[src/rtl/gvt_min_reducer_pkg.sv]
// rtl/gvt_min_reducer_pkg.sv - shared virtual-time types and ordering helper
package chronos;

    localparam int TS_W     = 32;
    localparam int TB_W     = 32;
    localparam int VT_MAX_W = 256;

    typedef struct packed {
        logic [TS_W-1:0] ts;
        logic [TB_W-1:0] tb;
    } vt_t;

    localparam vt_t VT_INF = '1;

    typedef enum logic {
        ST_IDLE   = 1'b0,
        ST_REDUCE = 1'b1
    } state_t;

    // {ts, tb} packed with ts on top makes lexicographic order plain unsigned
    // order; callers zero-extend, which preserves that order for any width.
    function automatic logic vt_lt(input logic [VT_MAX_W-1:0] a,
                                   input logic [VT_MAX_W-1:0] b);
        return a < b;
    endfunction

endpackage

[src/rtl/gvt_min_reducer_stage.sv]
// rtl/gvt_min_reducer_stage.sv - one registered pairwise-min level of the GVT tree
module gvt_min_stage
    import chronos::*;
#(
    parameter int W    = 64,
    parameter int N_IN = 2
) (
    input  logic                    clk,
    input  logic                    rstn,
    input  logic [N_IN*W-1:0]       in_data,
    output logic [(N_IN/2)*W-1:0]   out_data
);

    for (genvar i = 0; i < N_IN / 2; i++) begin : g_pair
        logic [W-1:0] a;
        logic [W-1:0] b;
        logic [W-1:0] q;

        assign a = in_data[2*i*W +: W];
        assign b = in_data[(2*i+1)*W +: W];

        // b wins only when strictly smaller, so exact ties keep the lower index
        always_ff @(posedge clk or negedge rstn) begin
            if (!rstn) begin
                q <= '1;
            end else begin
                q <= vt_lt(VT_MAX_W'(b), VT_MAX_W'(a)) ? b : a;
            end
        end

        assign out_data[i*W +: W] = q;
    end

endmodule

[src/rtl/gvt_min_reducer.sv]
// rtl/gvt_min_reducer.sv - periodic pipelined lexicographic-min GVT reduction
module gvt_min_reducer
    import chronos::*;
#(
    parameter int N_TILES        = 8,
    parameter int TS_WIDTH       = 32,
    parameter int TB_WIDTH       = 32,
    parameter int LOG_GVT_PERIOD = 5
) (
    input  logic                                     clk,
    input  logic                                     rstn,
    input  logic [N_TILES-1:0]                       tile_lvt_valid,
    input  logic [N_TILES*(TS_WIDTH+TB_WIDTH)-1:0]   tile_lvt,
    input  logic                                     gvt_freeze,
    output logic [TS_WIDTH+TB_WIDTH-1:0]             gvt,
    output logic                                     gvt_valid,
    output logic                                     busy,
    output logic                                     regress_err
);

    localparam int W     = TS_WIDTH + TB_WIDTH;
    localparam int L     = $clog2(N_TILES);
    localparam int N_PAD = 1 << L;
    localparam int LAT   = (L > 0) ? L : 1;
    localparam int LW    = $clog2(LAT) + 1;

    logic [LOG_GVT_PERIOD-1:0] cnt;
    state_t                    state;
    logic [LW-1:0]             lvl;
    logic                      sample_req;
    logic                      sample;
    logic [N_PAD*W-1:0]        leaf_in;
    logic [W-1:0]              result;

    assign sample_req = (cnt == '1) && !gvt_freeze;
    assign sample     = sample_req && (state == ST_IDLE);

    for (genvar i = 0; i < N_PAD; i++) begin : g_leaf
        if (i < N_TILES) begin : g_tile
            assign leaf_in[i*W +: W] = tile_lvt_valid[i] ? tile_lvt[i*W +: W] : {W{1'b1}};
        end else begin : g_pad
            assign leaf_in[i*W +: W] = {W{1'b1}};
        end
    end

    if (L == 0) begin : g_single
        logic [W-1:0] leaf_q;

        always_ff @(posedge clk or negedge rstn) begin
            if (!rstn) begin
                leaf_q <= '1;
            end else if (sample) begin
                leaf_q <= leaf_in;
            end
        end

        assign result = leaf_q;
    end else begin : g_tree
        // Levels stored back to back: level k holds N_PAD>>k words at offset 2*N_PAD-2*(N_PAD>>k).
        // Level 1 registers straight from the masked inputs on the sample edge.
        logic [(2*N_PAD-1)*W-1:0] tree;

        assign tree[N_PAD*W-1:0] = leaf_in;

        for (genvar k = 0; k < L; k++) begin : g_lvl
            localparam int NI = N_PAD >> k;
            localparam int OI = 2*N_PAD - 2*NI;
            localparam int OO = OI + NI;

            gvt_min_stage #(
                .W    (W),
                .N_IN (NI)
            ) u_stage (
                .clk      (clk),
                .rstn     (rstn),
                .in_data  (tree[OI*W +: NI*W]),
                .out_data (tree[OO*W +: (NI/2)*W])
            );
        end

        assign result = tree[(2*N_PAD-2)*W +: W];
    end

    always_ff @(posedge clk or negedge rstn) begin
        if (!rstn) begin
            cnt         <= '0;
            state       <= ST_IDLE;
            lvl         <= '0;
            gvt         <= '0;
            gvt_valid   <= 1'b0;
            busy        <= 1'b0;
            regress_err <= 1'b0;
        end else begin
            gvt_valid <= 1'b0;
            if (!gvt_freeze) begin
                cnt <= cnt + 1'b1;
            end
            case (state)
                ST_IDLE: begin
                    if (sample) begin
                        state <= ST_REDUCE;
                        busy  <= 1'b1;
                        lvl   <= '0;
                    end
                end
                ST_REDUCE: begin
                    if (lvl == LW'(LAT - 1)) begin
                        if (!vt_lt(VT_MAX_W'(result), VT_MAX_W'(gvt))) begin
                            gvt       <= result;
                            gvt_valid <= 1'b1;
                        end else begin
                            regress_err <= 1'b1;
                        end
                        state <= ST_IDLE;
                        busy  <= 1'b0;
                    end else begin
                        lvl <= lvl + 1'b1;
                    end
                end
                default: state <= ST_IDLE;
            endcase
        end
    end

    a_no_sample_while_busy: assert property (@(posedge clk) disable iff (!rstn)
        !(sample_req && state == ST_REDUCE));

endmodule
[config.mk]
export PLATFORM = sky130hd
export DESIGN_NAME = gvt_min_reducer
export DESIGN_NICKNAME = d
export VERILOG_FILES = /design/src/rtl/gvt_min_reducer_pkg.sv /design/src/rtl/gvt_min_reducer_stage.sv /design/src/rtl/gvt_min_reducer.sv
export SDC_FILE = /design/constraint.sdc
export NUM_CORES = 2
export LEC_CHECK = 0
export ABC_CLOCK_PERIOD_IN_PS = 6380
export BUFFER_PORTS_ARGS = -buffer_cell sky130_fd_sc_hd__buf_2
export CORE_MARGIN = 3
export CORE_UTILIZATION = 63
export DETAILED_ROUTE_END_ITERATION = 6
export PLACE_DENSITY_LB_ADDON = 0.25
export SYNTH_ARGS = -nofsm -noshare
export SYNTH_HDL_FRONTEND = slang
export SYNTH_SLANG_ARGS = --single-unit
export TNS_END_PERCENT = 20
[constraint.sdc]
create_clock -name clk -period 6.38 [get_ports clk]
set_input_delay 0.638 -clock clk [delete_from_list [all_inputs] [get_ports clk]]
set_output_delay 0.638 -clock clk [all_outputs]
set_load 0.01 [all_outputs]
==> parameters.txt <==
Parameter                              Value

Outcome
  Outcome    completed

Synthesis
  Portion of the post-synthesis area used by sequential elements    38.2%
  Synth warn    0
  Count of mapped cells out of synthesis    around 3.5k
  Number of flops mapped to enable cells by yosys    0
  Mean instance size in the synthesized netlist    10.2 µm²
  Post-Synthesis Cell Area    0.0358 mm²
  Cell variety after synth    65
  Ys async rst share    100%
  Nets in the synthesized netlist    between 4k and 5k
  Synth Flop Type    sky130_fd_sc_hd__dfstp_2
  Yosys reg bits    524

Min path
  Hold Crit Class    in -> async

Route
  Pre-antenna DRT Iters    5
  Post-detailed-route wirelength per cell    about 21 µm
  Drc violations    0
  Via count    27.8k
  Detailed Route WL    102 mm
  Antenna Nets Post-Route    0
  Initial DRC Count    1706
  Via-to-Cell Ratio    around 5.7

Setup path
  Worst reg2reg setup slack    about 2 ns
  Crit-path max cell delay    0.80 ns
  Buffers and inverters on the worst path    3
  Worst Reg2Reg Path Length in Cells    11
  Top cell family by delay on the critical path    buffers and inverters
  Highest net fanout along the worst path    64
  Slowest stage cell, crit path    sky130_fd_sc_hd__buf_2
  Critical path, cell by cell    buf_2 -> nor2b_1 -> inv_1 -> ha_1 -> a21o_1 -> a211o_1 -> nor4_1 -> o21ai_0 -> a31oi_1 -> a31o_2 -> nand3_4 -> buf_4 -> mux2i_1
  Crit end category    register
  Kind of launch point of the worst setup path    input pin
  Worst flop-to-flop path startpoint    g_tree.g_lvl[0].u_stage.g_pair[0].q[58]
  FF-to-FF End    g_tree.g_lvl[1].u_stage.g_pair[0].q[0]
  WP data arrival    between 5 and 6 ns
  Type of the setup path with the least slack    in -> reg
  Data required time at the worst endpoint    ~6.9 ns

Floorplan
  Initial core utilization    64.3%
  Total I/O pin count    590
  Horizontal die dimension    around 240 µm
  Die Outline Area    0.0596 mm²
  Number of placement rows    86
  Total core area    0.0556 mm²
  Vertical extent of the die    244 µm

Placed design
  Half-perimeter wire length after placement    80.9 mm
  RD Place Congestion    0.950
  I/O Buffers    roughly 590

STA
  Setup repair after global routing missed its margin    false
  Tightest slew margin relative to the limit    around a fifth
  Endpoints failing setup    0
  Final hold violation count    0
  Share of the cycle needed by the critical path after routing    76.2%
  Maximum operating frequency    0.206 GHz
  Skew final    roughly 0.027 ns
  Max-slew violation total from the final report    0
  Final critical delay including setup and external delays    4.86 ns
  Setup TNS    0 ns
  Slew at the pin closest to its max-slew limit    1.19 ns

Global routing
  Global-route wire length before repair    157 mm
  Global-route congestion overflow total    0
  Gr usage total    about a third
  Initial antenna violation count    11
  Largest net degree at the start of global routing    131
  Met3 GRT Util    6.59%
  Met1 GRT Util    42.7%
  Number of global-route vias before repair    28.6k
  Busiest layer in global routing    met2
  Global-route track usage on met2    56.7%

Finish
  Syn-to-layout area delta    14.8%
  Share of the core filled with cells    between 70% and 80%
  Fraction of final layout cells sized beyond drive strength 1    34.3%
  Post-layout nets    5074

CTS
  Num CTS Buffers    54
  Root Buffer Master    sky130_fd_sc_hd__clkbuf_16
  Number of cells upsized or downsized after cts    0
  Count of clock tree sinks    524
  Buffers from clock root to sink, at most    3
  Post-cts hold buffer count    0
  Skew-Pair Late Insertion Delay    0.62 ns
  Number of setup buffers added after CTS    0
  Clock edge transition at the registers on the reported setup and hold paths    0.06 ns
  Clock tree from TritonCTS    yes
  H-tree depth reported by CTS    2

Run
  Max capacitance violation total    0

Power
  Cell area power density    318 mW/mm²
  Total leakage power    roughly 20 nW
  Peak supply drop    0.000357 V
-- routing by layer --
layer | wire [µm] | part of all wire (%)
met3 | 6640 | 6.5
met1 | 41300 | 40
met4 | 4690 | 4.6
met5 | 0 | 0
met2 | 49700 | 49
-- final cells by class --
cell class	count	area, µm²
Multi-Input combinational cell	2402	19800
Fill cell	4074	14600
Sequential cell	524	13700
Timing Repair Buffer	613	3180
Inverter	448	1680
Clock buffer	86	1630
Tap cell	748	936
Clock inverter	15	163
Antenna cell	10	25.0
-- metrics by stage --
step                setup WS, ns  total power, mW  hold slack (ns)  area (µm²)  instances
floorplan                   2.98             8.18            0.342       35800       3505
global placement            1.20             9.62            0.453       39200       4735
detailed placement          1.10             9.79            0.457       39200       4735
CTS                         1.70             13.1           0.0380       41000       4836
global route                1.19             13.8           0.0699       41000       4845
finish                      1.52             13.0          0.00382       41000       4846
-- Yosys cell counts (all sizes together), types with 3 or more instances --
| library cell | n | area share, % |
|---|---|---|
| a221oi | 8 | 0.20 |
| nor4 | 16 | 0.28 |
| o31ai | 4 | 0.084 |
| o2111ai | 6 | 0.15 |
| nor2b | 392 | 6.9 |
| dfstp | 448 | 33 |
| a31oi | 6 | 0.11 |
| and4 | 11 | 0.27 |
| nand2b | 74 | 1.3 |
| nand4 | 84 | 1.5 |
| nand2 | 105 | 1.1 |
| o21ai | 72 | 1.0 |
| inv | 448 | 4.7 |
| ha | 508 | 18 |
| clkbuf | 79 | 0.83 |
| xnor2 | 3 | 0.074 |
| mux2i | 193 | 5.4 |
| nor3b | 4 | 0.084 |
| dfrtp | 76 | 5.3 |
| mux2 | 259 | 8.2 |
| a21o | 80 | 1.7 |
| nor2 | 134 | 1.4 |
| a211oi | 90 | 1.9 |
| a211o | 5 | 0.12 |
| a21boi | 3 | 0.063 |
| or3 | 6 | 0.11 |
| o21a | 7 | 0.15 |
| nand3 | 37 | 0.52 |
| buf | 52 | 1.2 |
| o211ai | 12 | 0.25 |
| nor3 | 18 | 0.27 |
| a2111oi | 9 | 0.26 |
| a21oi | 221 | 3.1 |
| and3 | 4 | 0.070 |
-- kinds of logic (layout without fill, tap and decap cells) --
| family | Yosys count | in the layout | share of synthesized area (%) |
|---|---|---|---|
| AND/OR/NAND/NOR | 895 | 895 | 14.0 |
| buffers and inverters | 579 | 1162 | 6.69 |
| AO/OA/AOI/OAI | 544 | 544 | 9.61 |
| flip-flops | 524 | 524 | 38.2 |
| adder cells (fa/ha/maj) | 508 | 508 | 17.8 |
| multiplexers | 452 | 452 | 13.6 |
| XOR/XNOR | 3 | 3 | 0.0735 |
| other | 0 | 10 | 0 |
-- worst register-to-register path, stage by stage, from the launching register on --
cell	delay [ns]
sky130_fd_sc_hd__dfstp_2	0.54
sky130_fd_sc_hd__inv_1	0.05
sky130_fd_sc_hd__ha_1	0.31
sky130_fd_sc_hd__nand4_1	0.29
sky130_fd_sc_hd__nor4_1	0.69
sky130_fd_sc_hd__nand4_1	0.25
sky130_fd_sc_hd__or4_1	0.52
sky130_fd_sc_hd__o221ai_1	0.19
sky130_fd_sc_hd__a21oi_1	0.11
sky130_fd_sc_hd__nand4_4	0.40
sky130_fd_sc_hd__buf_4	0.49
sky130_fd_sc_hd__mux2_2	0.45
-- flip-flops by register name, summed over array words and instances (netlist names) --
signal	count
busy	1
cnt	5
g_tree.g_lvl.u_stage.g_pair.q	384
g_tree.g_lvl.u_stage.out_data	64
gvt	64
gvt_valid	1
lvl	3
regress_err	1
state	1
-- power breakdown --
group	total (mW)	internal, mW	switching, mW
clock network	3.19	1.86	1.33
registers	5.08	4.50	0.588
logic	4.77	2.16	2.61
-- worst max path at each step --
stage / slack [ns] / endpoint / cells after the start / start
global placement: 1.20 / g_tree.g_lvl[0].u_stage.g_pair[2].q[32] / 12 / tile_lvt_valid[5]
global route: 1.19 / g_tree.g_lvl[0].u_stage.g_pair[2].q[8] / 12 / tile_lvt_valid[5]
CTS: 1.70 / g_tree.g_lvl[0].u_stage.g_pair[2].q[58] / 13 / tile_lvt_valid[5]
floorplan: 2.98 / g_tree.g_lvl[0].u_stage.g_pair[0].q[10] / 16 / tile_lvt_valid[1]
detailed placement: 1.10 / g_tree.g_lvl[0].u_stage.g_pair[2].q[8] / 13 / tile_lvt_valid[5]
finish: 1.52 / g_tree.g_lvl[0].u_stage.g_pair[2].q[8] / 13 / tile_lvt_valid[5]
-- layout by cell type, fill, tap and decap left out, types with 74 or more instances in the layout --
| cell type | synthesis | layout |
|---|---|---|
| sky130_fd_sc_hd__a211oi_1 | 90 | 90 |
| sky130_fd_sc_hd__a21o_1 | 80 | 79 |
| sky130_fd_sc_hd__a21oi_1 | 221 | 221 |
| sky130_fd_sc_hd__buf_2 | 24 | 588 |
| sky130_fd_sc_hd__dfrtp_1 | 76 | 76 |
| sky130_fd_sc_hd__dfstp_2 | 448 | 448 |
| sky130_fd_sc_hd__ha_1 | 508 | 508 |
| sky130_fd_sc_hd__inv_1 | 448 | 447 |
| sky130_fd_sc_hd__mux2_2 | 236 | 236 |
| sky130_fd_sc_hd__mux2i_1 | 193 | 193 |
| sky130_fd_sc_hd__nand2_1 | 105 | 105 |
| sky130_fd_sc_hd__nand2b_1 | 74 | 74 |
| sky130_fd_sc_hd__nand4_1 | 83 | 83 |
| sky130_fd_sc_hd__nor2_1 | 134 | 133 |
| sky130_fd_sc_hd__nor2b_1 | 392 | 391 |
No activity file was read; power rests on OpenSTA's default activity.
